[src/rtl/seq_divider.sv]
// seq_divider: multi-cycle restoring divider (signed/unsigned), one quotient bit per clock.
// Latency: done is high 33 clocks after start is accepted (WIDTH+1 for general WIDTH).
//   Throughput is one divide per WIDTH+2 cycles.
// Backpressure: start is sampled only in IDLE. A start while busy or in FIX is dropped, not queued.
//
// Ports:
//   clk            rising-edge clock
//   clr            asynchronous active-low reset
//   start/sgn/A/B  request, signed mode, dividend, divisor (captured on accepted start)
//   ZLO/ZHI        registered quotient / remainder, held until the next result
//   busy/done      busy from accepted start until the result cycle; done is a one-cycle pulse
//   dz             divide-by-zero flag, present only when DIV_ZERO_FLAG_EN is defined
// Optional feature macro: DIV_ZERO_FLAG_EN (B==0 short-circuits to a 1-clock result with dz).
module seq_divider #(
  parameter int WIDTH = 32
) (
  input  logic             clk,
  input  logic             clr,
  input  logic             start,
  input  logic             sgn,
  input  logic [WIDTH-1:0] A,
  input  logic [WIDTH-1:0] B,
  output logic [WIDTH-1:0] ZHI,
  output logic [WIDTH-1:0] ZLO,
  output logic             busy,
`ifdef DIV_ZERO_FLAG_EN
  output logic             done,
  output logic             dz
`else
  output logic             done
`endif
);

  localparam int CW = $clog2(WIDTH);

  typedef enum logic [1:0] {S_IDLE, S_ITER, S_FIX} state_t;

  state_t           state_q;
  logic [WIDTH-1:0] rem_q, quo_q, bmag_q;
  logic [CW-1:0]    cnt_q;
  logic             qneg_q, rneg_q;
`ifdef DIV_ZERO_FLAG_EN
  logic [WIDTH-1:0] a_q;
  logic             dzero_q;
`endif

  logic             a_neg, b_neg;
  logic [WIDTH-1:0] a_mag, b_mag;
  logic [WIDTH:0]   shifted;
  logic             ge;
  logic [WIDTH-1:0] rem_d, quo_d;

  // Magnitudes. -MIN_INT wraps to 2^(WIDTH-1), which is the correct unsigned magnitude.
  assign a_neg = sgn & A[WIDTH-1];
  assign b_neg = sgn & B[WIDTH-1];
  assign a_mag = a_neg ? -A : A;
  assign b_mag = b_neg ? -B : B;

  // {rem,quo} shifted left by one. The partial remainder needs WIDTH+1 bits here
  // because 2*rem+1 can exceed WIDTH bits when |B| is large; after the trial
  // subtract (or restore) it is always < |B| and fits back into WIDTH bits.
  assign shifted = {rem_q, quo_q[WIDTH-1]};
  assign ge      = (shifted >= {1'b0, bmag_q});
  assign rem_d   = ge ? (shifted[WIDTH-1:0] - bmag_q) : shifted[WIDTH-1:0];
  assign quo_d   = {quo_q[WIDTH-2:0], ge};

  always_ff @(posedge clk or negedge clr) begin
    if (!clr) begin
      state_q <= S_IDLE;
      rem_q   <= '0;
      quo_q   <= '0;
      bmag_q  <= '0;
      cnt_q   <= '0;
      qneg_q  <= 1'b0;
      rneg_q  <= 1'b0;
      ZHI     <= '0;
      ZLO     <= '0;
      busy    <= 1'b0;
      done    <= 1'b0;
`ifdef DIV_ZERO_FLAG_EN
      a_q     <= '0;
      dzero_q <= 1'b0;
      dz      <= 1'b0;
`endif
    end else begin
      done <= 1'b0;
`ifdef DIV_ZERO_FLAG_EN
      dz   <= 1'b0;
`endif
      case (state_q)
        S_IDLE: begin
          if (start) begin
            rem_q  <= '0;
            quo_q  <= a_mag;
            bmag_q <= b_mag;
            qneg_q <= a_neg ^ b_neg;
            rneg_q <= a_neg;
            cnt_q  <= CW'(WIDTH - 1);
            busy   <= 1'b1;
`ifdef DIV_ZERO_FLAG_EN
            a_q     <= A;
            dzero_q <= (B == '0);
            state_q <= (B == '0) ? S_FIX : S_ITER;
`else
            state_q <= S_ITER;
`endif
          end
        end
        S_ITER: begin
          rem_q <= rem_d;
          quo_q <= quo_d;
          cnt_q <= cnt_q - CW'(1);
          if (cnt_q == '0) state_q <= S_FIX;
        end
        S_FIX: begin
          ZLO <= qneg_q ? -quo_q : quo_q;
          ZHI <= rneg_q ? -rem_q : rem_q;
`ifdef DIV_ZERO_FLAG_EN
          // Divide-by-zero bypasses the iterations; report all-ones and the raw dividend.
          if (dzero_q) begin
            ZLO <= '1;
            ZHI <= a_q;
            dz  <= 1'b1;
          end
`endif
          done    <= 1'b1;
          busy    <= 1'b0;
          state_q <= S_IDLE;
        end
        default: state_q <= S_IDLE;
      endcase
    end
  end

endmodule

[config.mk]
export PLATFORM = sky130hd
export DESIGN_NAME = seq_divider
export DESIGN_NICKNAME = d
export VERILOG_FILES = /design/src/rtl/seq_divider.sv
export SDC_FILE = /design/constraint.sdc
export NUM_CORES = 1
export LEC_CHECK = 0
export ABC_AREA = 0
export CORE_ASPECT_RATIO = 0.9
export CORE_UTILIZATION = 43
export CTS_CLUSTER_DIAMETER = 200
export DETAILED_ROUTE_END_ITERATION = 6
export PLACE_DENSITY = 0.67
export RECOVER_POWER = 25
export SYNTH_ARGS = -nofsm -noshare
export SYNTH_HDL_FRONTEND = slang
export SYNTH_SLANG_ARGS = --single-unit
[constraint.sdc]
create_clock -name clk -period 3.6 [get_ports clk]
set_input_delay 0.54 -clock clk [delete_from_list [all_inputs] [get_ports clk]]
set_output_delay 0.54 -clock clk [all_outputs]
set_load 0.02 [all_outputs]
### Yosys cells after proc, flatten, opt, wreduce, memory -nomap -nowiden

Cells that the tools add are included.

| storage, ports and cells | value |
|---|---|
| bits in registers | 171 |
| input bits | 68 |
| output and inout bits | 66 |
| logic and storage cells | 50 |

| cells by class | value |
|---|---|
| $add $sub $neg | 6 |
| magnitude comparators | 1 |
| equality and inequality tests | 4 |
| multiplexer cells | 17 |
| bitwise operators | 3 |
| reduce and logical (&&, ||, !) cells | 8 |

Operators with widths:

| operator | number |
|---|---|
| 32-bit 2-to-1 mux | 7 |
| 32-bit negation | 4 |
| 32-bit one-hot mux with 2 select lines | 2 |
| 33-bit by 32-bit greater-or-equal comparator with 1-bit output | 1 |
| 32-bit subtractor | 1 |
| 5-bit one-hot mux with 2 select lines | 1 |
| 2-bit AND reduction | 4 |
| 5-bit zero test | 1 |
| 5-bit 2-to-1 mux | 1 |
| 5-bit by 1-bit subtractor with 5-bit output (second input constant) | 1 |
| 2-bit 2-to-1 mux | 2 |
| 2-bit != test (second input constant) | 2 |
| 2-bit one-hot mux with 2 select lines | 1 |
| 2-bit nonzero test | 2 |
| 1-bit bitwise AND | 2 |
| 2-bit by 1-bit == test with 1-bit output (second input constant) | 1 |
| 2-bit == test (second input constant) | 1 |
| 2-bit zero test | 1 |
| 1-bit 2-to-1 mux | 2 |
| 1-bit one-hot mux with 2 select lines | 1 |
| 1-bit XOR | 1 |

### Logic depth before layout (Yosys ltp)

Gate-level depths: netlist (run 1).

| logic depth | value |
|---|---|
| depth after elaboration | 4 |
| gate-level depth with buffers | 14 |
| gate-level depth less buffers | 13 |

### Worst setup path after synthesis (run 1)

No wires, ideal clock.

| timing | value |
|---|---|
| path type | register to register |
| from | reg rem_q[11] |
| to | reg rem_q[10] |
| library setup time | 134 ps |
| arrival | 2866 ps |
| data required time | 3466 ps |
| path slack | 601 ps |
| cell stages (with the launch flop) | 12 |
| buffers on the path | 3 |
| clock period less this slack | 2999 ps |
| path through | dfrtp_1 > ha_1 > clkbuf_1 > a21oi_1 > o21ai_0 > o21ai_0 > or4b_1 > a32oi_1 > buf_4 > buf_4 > mux2i_1 > o21ai_0 |

| between the ends | value |
|---|---|
| word-level cells in the longest chain between the ends | 3 |

RTL lines:

| what | line | source |
|---|---|---|
| start, declared | 39 | `logic [WIDTH-1:0] rem_q, quo_q, bmag_q;` |
| start signal, assigned | 110 | `rem_q <= rem_d;` |
| 33-bit by 32-bit greater-or-equal comparator with 1-bit output | 63 | `assign ge = (shifted >= {1'b0, bmag_q});` |
| 32-bit 2-to-1 mux | 64 | `assign rem_d = ge ? (shifted[WIDTH-1:0] - bmag_q) : shifted[WIDTH-1:0];` |
| 32-bit one-hot mux with 2 select lines | 90 | `case (state_q)` |

No other way between the ends.
A chain may end at the register's enable or synchronous reset.

### Final worst setup path (run 1)

| timing | value |
|---|---|
| from | reg rem_q[5] |
| to | reg rem_q[13] |

| between the ends | value |
|---|---|
| word-level cells in the longest chain between the ends | 3 |
| elaborated cells between the ends (all ways) | 4 |
| classes of those cells | add/sub (1); order compare (1); mux (2) |

RTL lines:

| what | line |
|---|---|
| 32-bit subtractor or 33-bit by 32-bit greater-or-equal comparator with 1-bit output (tied branches) | 64, 63 |
| 32-bit 2-to-1 mux (*) | 64 |
| 32-bit one-hot mux with 2 select lines (*) | 90 |

Mark *: on every way between the ends. The rest lies on a longest branch, timed or not.

==> qor.yml, run 1 <==
worst_setup_path:
  start_kind: "flop"
  path_cells: "ha_1 -> a21o_1 -> nand2_1 -> o21ai_0 -> a2111oi_1 -> buf_4 -> or4b_1 -> a32oi_2 -> buf_4 -> mux2i_1 -> o21ai_0"
  critPathKind: "reg -> reg"
  crit_arrival_ns: 3.55
  cp_top_family: "compound AO/OA/AOI/OAI gates"
  worstPathRequired_ns: 3.91
  cp_num_buf_inv: 2
  r2r_setup_slack_ns: 0.36
  crit_fanout: 18
  critPathSlowestCell: "or4b_1"
  slowest_delay_ns: 0.53
  cp-end-kind: "flop"
cts:
  cts_sinks: 171
  clk_pin_slew_ns: 0.07
  cts_max_level: 4
  cts-resized-gates: 0
  clockBufferDepth: 2
  clkLatencyLatePin_ns: 0.44
  numCtsBuffers: 17
  root_buffer: "clkbuf_16"
  cts_tree: "done"
synth:
  synth_edf_count: 0
  syn_inst: 1288
  synth_async_sr_flop_share: 1.00
  syn_avg_cell_area_um2: 8.53
  synth_ff_type: "dfrtp_1"
  synth_fp_nets: 1395
  synth.yosys.seq_area_share: 0.389
  synth.area.top_cells: "dfrtp_1, o21ai_0, xor2_1, nand2_1, xnor2_1"
  synth_seq_cells: 171
  synthTopCellsByCount: "nand2_1, o21ai_0, dfrtp_1"
  yosys.area.top_type_share: 0.389
  syn_area_um2: 11000
  ys_types: 67
  yosysMostFrequentCell: "nand2_1"
  synth.yosys.warnings: 0
  yosys.area.top_type: "dfrtp_1"
pwr:
  cellLeakagePower_nw: 5.79
  p_per_area_nw_per_um2: 933
  peakVddDrop_mv: 0.498
detailed_routing:
  firstDrtPassIters: 5
  routedWlPerCell_um: 16.5
  viasPerCell: 5.52
  wirelength_mm: 29.3
  drt_iter0_drc: 829
  drc: 0
  vias: 9791
  ant_nets: 0
global_routing:
  grt_pass1_wl_mm: 48.2
  grt-ovfl-total: 0
  grt_usage: 0.232
  grt_pass1_vias: 9104
  antenna_found_initial: 0
  grt_start_max_net_pins: 131
cells_and_area:
  ff_latch_area_um2: 4280
  num_antenna_cells: 0
  fin_cells: 1773
  fillCellCount: 2342
  syn2layout_area_growth_pct: 23.0
  drive_gt1_frac: 0.0629
  final_nets: 1525
  multi_input_area_um2: 6260
  fin_util: 0.538
timing:
  fin_setup_tns_ns: 0
  fmax_mhz: 308
  slew_headroom: -0.229
  fin_crit_ns: 3.24
  hold_ws_ns: 0.477
  final_hold_viol_count: 0
  setup_viol: 0
  rsz0062_at_grt: "false"
  timing.final.crit_share: 0.900
  fin_worst_skew_ns: 0.00883
  maxSlewViolCount: 33
  tightest_slew_ns: 1.84
outcome:
  status: "finished with violations"
  violations: "max-capacitance violations, max-slew violations"
placement:
  numPortBuffers: 133
  place_inst: 1740
  hpwl_mm: 22.5
  gp_congestion: 0.882
worst_hold_path:
  min_path_type: "reg -> reg"
floorplanning:
  design.die.area_um2: 26200
  dieWidth_um: 171
  start_util: 0.437
  fp.dieH_um: 154
  core_um2: 25100
  rows: 55
  ioPinCount: 134
run:
  maxCapViolCount: 1
-- cell usage in the layout, fill, tap and decap left out, drive strengths merged, types with 3 or more instances in the layout --
cell type / count
o211ai: 5
or3: 14
nand4: 8
o21bai: 3
and2: 4
o41ai: 13
xor2: 86
nand2: 199
and3: 7
a31oi: 9
nor3: 19
a21oi: 57
o21ai: 201
or4: 13
a22oi: 21
mux2i: 23
a211oi: 7
xnor2: 58
a221oi: 3
o31ai: 34
nand3: 12
and4: 6
nor2b: 5
o22ai: 23
clkbuf: 19
dfrtp: 171
buf: 41
nand2b: 10
ha: 38
nor4: 12
a21o: 19
nor2: 46
clkinv: 8
a2bb2oi: 5
clkdlybuf4s50: 132
inv: 67
or2: 3
-- per-stage QoR --
step / cell area, um2 / setup WS (ns) / power (mW)
after floorplan: 11000 / 0.601 / 8.40
after global placement: 12900 / 0.250 / 10.4
after detailed placement: 12900 / 0.173 / 10.6
after CTS: 13500 / 0.402 / 12.6
after global routing: 13500 / 0.148 / 13.7
final: 13500 / 0.358 / 12.6
-- final timing paths --
kind / from / end / cells after the start
setup / recovery: rem_q[5]$_DFFE_PN0P_ / rem_q[13]$_DFFE_PN0P_ / 11
hold / removal: ZHI[15]$_DFFE_PN0P_ / ZHI[15]$_DFFE_PN0P_ / 2
setup reg to reg: rem_q[5]$_DFFE_PN0P_ / rem_q[13]$_DFFE_PN0P_ / 11
hold reg to reg: ZHI[15]$_DFFE_PN0P_ / ZHI[15]$_DFFE_PN0P_ / 2
max in group asynchronous: clr / bmag_q[14]$_DFFE_PN0P_ / 3
min in group asynchronous: clr / ZLO[21]$_DFFE_PN0P_ / 2
-- worst register-to-register path, cell delays in order, from the launching register on --
cell       delay, ns
dfrtp_1         0.46
ha_1            0.42
a21o_1          0.17
nand2_1         0.05
o21ai_0         0.25
a2111oi_1       0.09
buf_4           0.18
or4b_1          0.54
a32oi_2         0.27
buf_4           0.34
mux2i_1         0.26
o21ai_0         0.09
-- registers in the layout, indices dropped and copies added (netlist names) --
| signal | count |
|---|---|
| qneg_q | 1 |
| rem_q | 32 |
| quo_q | 32 |
| busy | 1 |
| ZLO | 32 |
| state_q | 2 |
| cnt_q | 5 |
| done | 1 |
| rneg_q | 1 |
| ZHI | 32 |
| bmag_q | 32 |
-- metal layers --
| metal | routed length [um] | global-route usage |
|---|---|---|
| met1 | 14700 | 0.362 |
| met2 | 12100 | 0.320 |
| met3 | 2250 | 0.0530 |
| met4 | 251 | 0.0489 |
| met5 | 0 | 0 |
-- repair_timing --
item / CTS / global route
hold buffers: 1 / 0
buffers inserted: 0 / 0
hold endpoints to repair: 30 / 0
-- final cells by class --
| class | count | area share |
|---|---|---|
| inverter | 62 | 0.0172 |
| clock buffer | 17 | 0.0315 |
| tap | 342 | 0.0317 |
| clock inverter | 15 | 0.0151 |
| multi-input combinational | 990 | 0.463 |
| sequential | 171 | 0.317 |
| timing repair buffer | 176 | 0.125 |
-- kinds of logic after synthesis --
family                   Yosys count  synth area share
AO/OA/AOI/OAI                    417             0.229
XOR/XNOR                         144             0.115
adder cells (fa/ha/maj)           39            0.0451
buffers and inverters            127            0.0443
flip-flops                       171             0.389
multiplexers                      23            0.0210
AND/OR/NAND/NOR                  367             0.157
-- report_power, final --
part	internal [mW]	switching [mW]	leakage (nW)
Combinational	3.16	4.06	3.53
Sequential	2.62	0.852	1.96
Clock	1.01	0.912	0.301
Total	6.78	5.83	5.79
No activity file was read; power rests on OpenSTA's default activity.
==> inputs of run 2 (changes only) <==
--- a/config.mk
+++ b/config.mk
@@ -10,8 +10,8 @@
 export CORE_UTILIZATION = 43
 export CTS_CLUSTER_DIAMETER = 200
 export DETAILED_ROUTE_END_ITERATION = 6
-export PLACE_DENSITY = 0.67
 export RECOVER_POWER = 25
+export SKIP_CTS_REPAIR_TIMING = 1
 export SYNTH_ARGS = -nofsm -noshare
 export SYNTH_HDL_FRONTEND = slang
 export SYNTH_SLANG_ARGS = --single-unit
==> qor.yml, run 2 (same netlist as run 1, synthesis figures left out) <==
cells_and_area:
  ff_latch_area_um2: 4280  # unchanged
  final_nets: 1526  # was 1525
  final_common_cell: "nand2_1"  # unchanged
  syn2layout_area_growth_pct: 22.9  # was 23.0%
  num_antenna_cells: 0  # unchanged
  fillCellCount: 2365  # was 2342
  multi_input_area_um2: 6260  # unchanged
  drive_gt1_frac: 0.0635  # was 0.0629
  final_cell_mix: "nand2_1, o21ai_0, dfrtp_1, clkdlybuf4s50_1, xor2_1"  # unchanged
cts:
  clkLatencyLatePin_ns: 0.43  # was 0.44 ns
  numCtsBuffers: 17  # unchanged
  clk_pin_slew_ns: 0.07  # about the same
  cts_sinks: 171  # unchanged
  root_buffer: "clkbuf_16"  # unchanged
  clockBufferDepth: 2  # unchanged
  cts_max_level: 4  # unchanged
  cts_tree: "done"  # unchanged
global_routing:
  grt-ovfl-total: 0  # unchanged
  grt_pass1_vias: 9026  # was 9104
  antenna_found_initial: 0  # unchanged
  grt_usage: 0.233  # was 0.232
  grt_pass1_wl_mm: 48.1  # was 48.2 mm
  grt_start_max_net_pins: 131  # unchanged
timing:
  fin_worst_skew_ns: 0.0105  # was 0.00883 ns
  fin_crit_ns: 3.21  # was 3.24 ns
  maxSlewViolCount: 73  # was 33
  fmax_mhz: 312  # was 308 MHz
  final_hold_viol_count: 0  # unchanged
  slew_headroom: -0.237  # was -0.229
  timing.final.crit_share: 0.891  # was 0.900
  rsz0062_at_grt: "false"  # unchanged
  fin_setup_tns_ns: 0  # unchanged
  final.setup.worst_slack_ns: 0.391  # was 0.358 ns
  setup_viol: 0  # unchanged
  tightest_slew_ns: 1.86  # was 1.84 ns
floorplanning:
  start_util: 0.437  # unchanged
  dieWidth_um: 171  # unchanged
  fp.dieH_um: 154  # unchanged
  ioPinCount: 134  # unchanged
  rows: 55  # unchanged
  core_um2: 25100  # unchanged
  design.die.area_um2: 26200  # unchanged
detailed_routing:
  vias: 9720  # was 9791
  firstDrtPassIters: 5  # unchanged
  viasPerCell: 5.48  # was 5.52
  wirelength_mm: 29.9  # was 29.3 mm
  drc: 0  # unchanged
  routedWlPerCell_um: 16.9  # was 16.5 um
  drt_iter0_drc: 826  # was 829
  ant_nets: 0  # unchanged
outcome:
  status: "finished with violations"  # unchanged
  violations: "max-capacitance violations, max-slew violations"  # unchanged
placement:
  numPortBuffers: 133  # unchanged
  place_ws_ns: 0.318  # was 0.173 ns
  gp_congestion: 0.875  # was 0.882
  hpwl_mm: 22.7  # was 22.5 mm
worst_setup_path:
  worstPathRequired_ns: 3.90  # was 3.91 ns
  start_kind: "flop"  # unchanged
  critPathKind: "reg -> reg"  # unchanged
  crit_fanout: 12  # was 18
  rr_startpoint: "rem_q[5]$_DFFE_PN0P_"  # unchanged
  worstSetupStartpoint: "rem_q[5]$_DFFE_PN0P_"  # unchanged
  crit_arrival_ns: 3.51  # was 3.55 ns
  regToRegEndpoint: "rem_q[21]$_DFFE_PN0P_"  # was rem_q[13]$_DFFE_PN0P_
  crit_end: "rem_q[21]$_DFFE_PN0P_"  # was rem_q[13]$_DFFE_PN0P_
  r2r_cells: 11  # unchanged
  r2r_setup_slack_ns: 0.39  # was 0.36 ns
  cp-end-kind: "flop"  # unchanged
pwr:
  p_per_area_nw_per_um2: 939  # was 933 nW/um2
  cellLeakagePower_nw: 5.80  # was 5.79 nW
  peakVddDrop_mv: 0.472  # was 0.498 mV
worst_hold_path:
  min_path_type: "reg -> reg"  # unchanged
run:
  maxCapViolCount: 1  # unchanged
==> run 2: changes by cell type in the layout (fill, tap and decap cells not counted), sizes merged <==
cell	change
clkinv	-3
buf	+2
bufinv	+2
clkbuf	+2
dlygate4sd3	-1
inv	-1
==> run 2: how the worst min path moves through the flow <==
stage / from / slack [ns] / endpoint / depth (start not counted)
finish: ZHI[19]$_DFFE_PN0P_ / 0.48 / ZHI[19]$_DFFE_PN0P_ / 2
global route: ZLO[23]$_DFFE_PN0P_ / 0.50 / ZLO[23]$_DFFE_PN0P_ / 2
CTS: clr / 0.14 / ZLO[21]$_DFFE_PN0P_ / 1
detailed placement: ZHI[19]$_DFFE_PN0P_ / 0.47 / ZHI[19]$_DFFE_PN0P_ / 2
global placement: bmag_q[5]$_DFFE_PN0P_ / 0.46 / bmag_q[5]$_DFFE_PN0P_ / 2
floorplan: clr / 0.24 / ZHI[0]$_DFFE_PN0P_ / 0
==> run 2: power breakdown <==
group	internal [mW]	switching [mW]	total, mW
Sequential	2.62	0.855	3.47
Combinational	3.18	4.07	7.25
Clock	1.13	0.837	1.97
==> run 2: critical path, stage by stage, from the launching register on <==
cell,delay [ns]
dfrtp_1,0.46
ha_1,0.42
a21o_1,0.17
nand2_1,0.05
o21ai_0,0.24
a2111oi_1,0.10
buf_4,0.18
or4b_1,0.54
a32oi_2,0.29
buf_4,0.28
mux2i_1,0.25
o21ai_0,0.11
==> run 2: cell type report <==
cell class | count | area share
sequential | 171 | 0.317
multi-input combinational | 990 | 0.463
clock inverter | 13 | 0.0133
timing repair buffer | 177 | 0.125
tap | 342 | 0.0317
clock buffer | 19 | 0.0328
inverter | 62 | 0.0172
==> run 2: per-stage QoR <==
stage	instance area [um2]	hold slack [ns]	total power, mW	utilization	cells
floorplan	11000	0.244	8.40	-	1288
global placement	12900	0.462	10.5	0.513	1742
detailed placement	12900	0.470	10.6	0.513	1742
CTS	13500	0.143	12.6	0.538	1774
global route	13500	0.503	13.8	0.538	1774
finish	13500	0.475	12.7	0.538	1774
==> run 2: metal layers <==
metal,share of wire,vias to the layer above,GRT usage,wire (um)
met1,0.54,4567,0.383,16000
met2,0.39,291,0.309,11700
met4,0.0087,0,0.0541,261
met5,0,-,0,0
met3,0.065,19,0.0384,1940
li1,-,4843,-,-
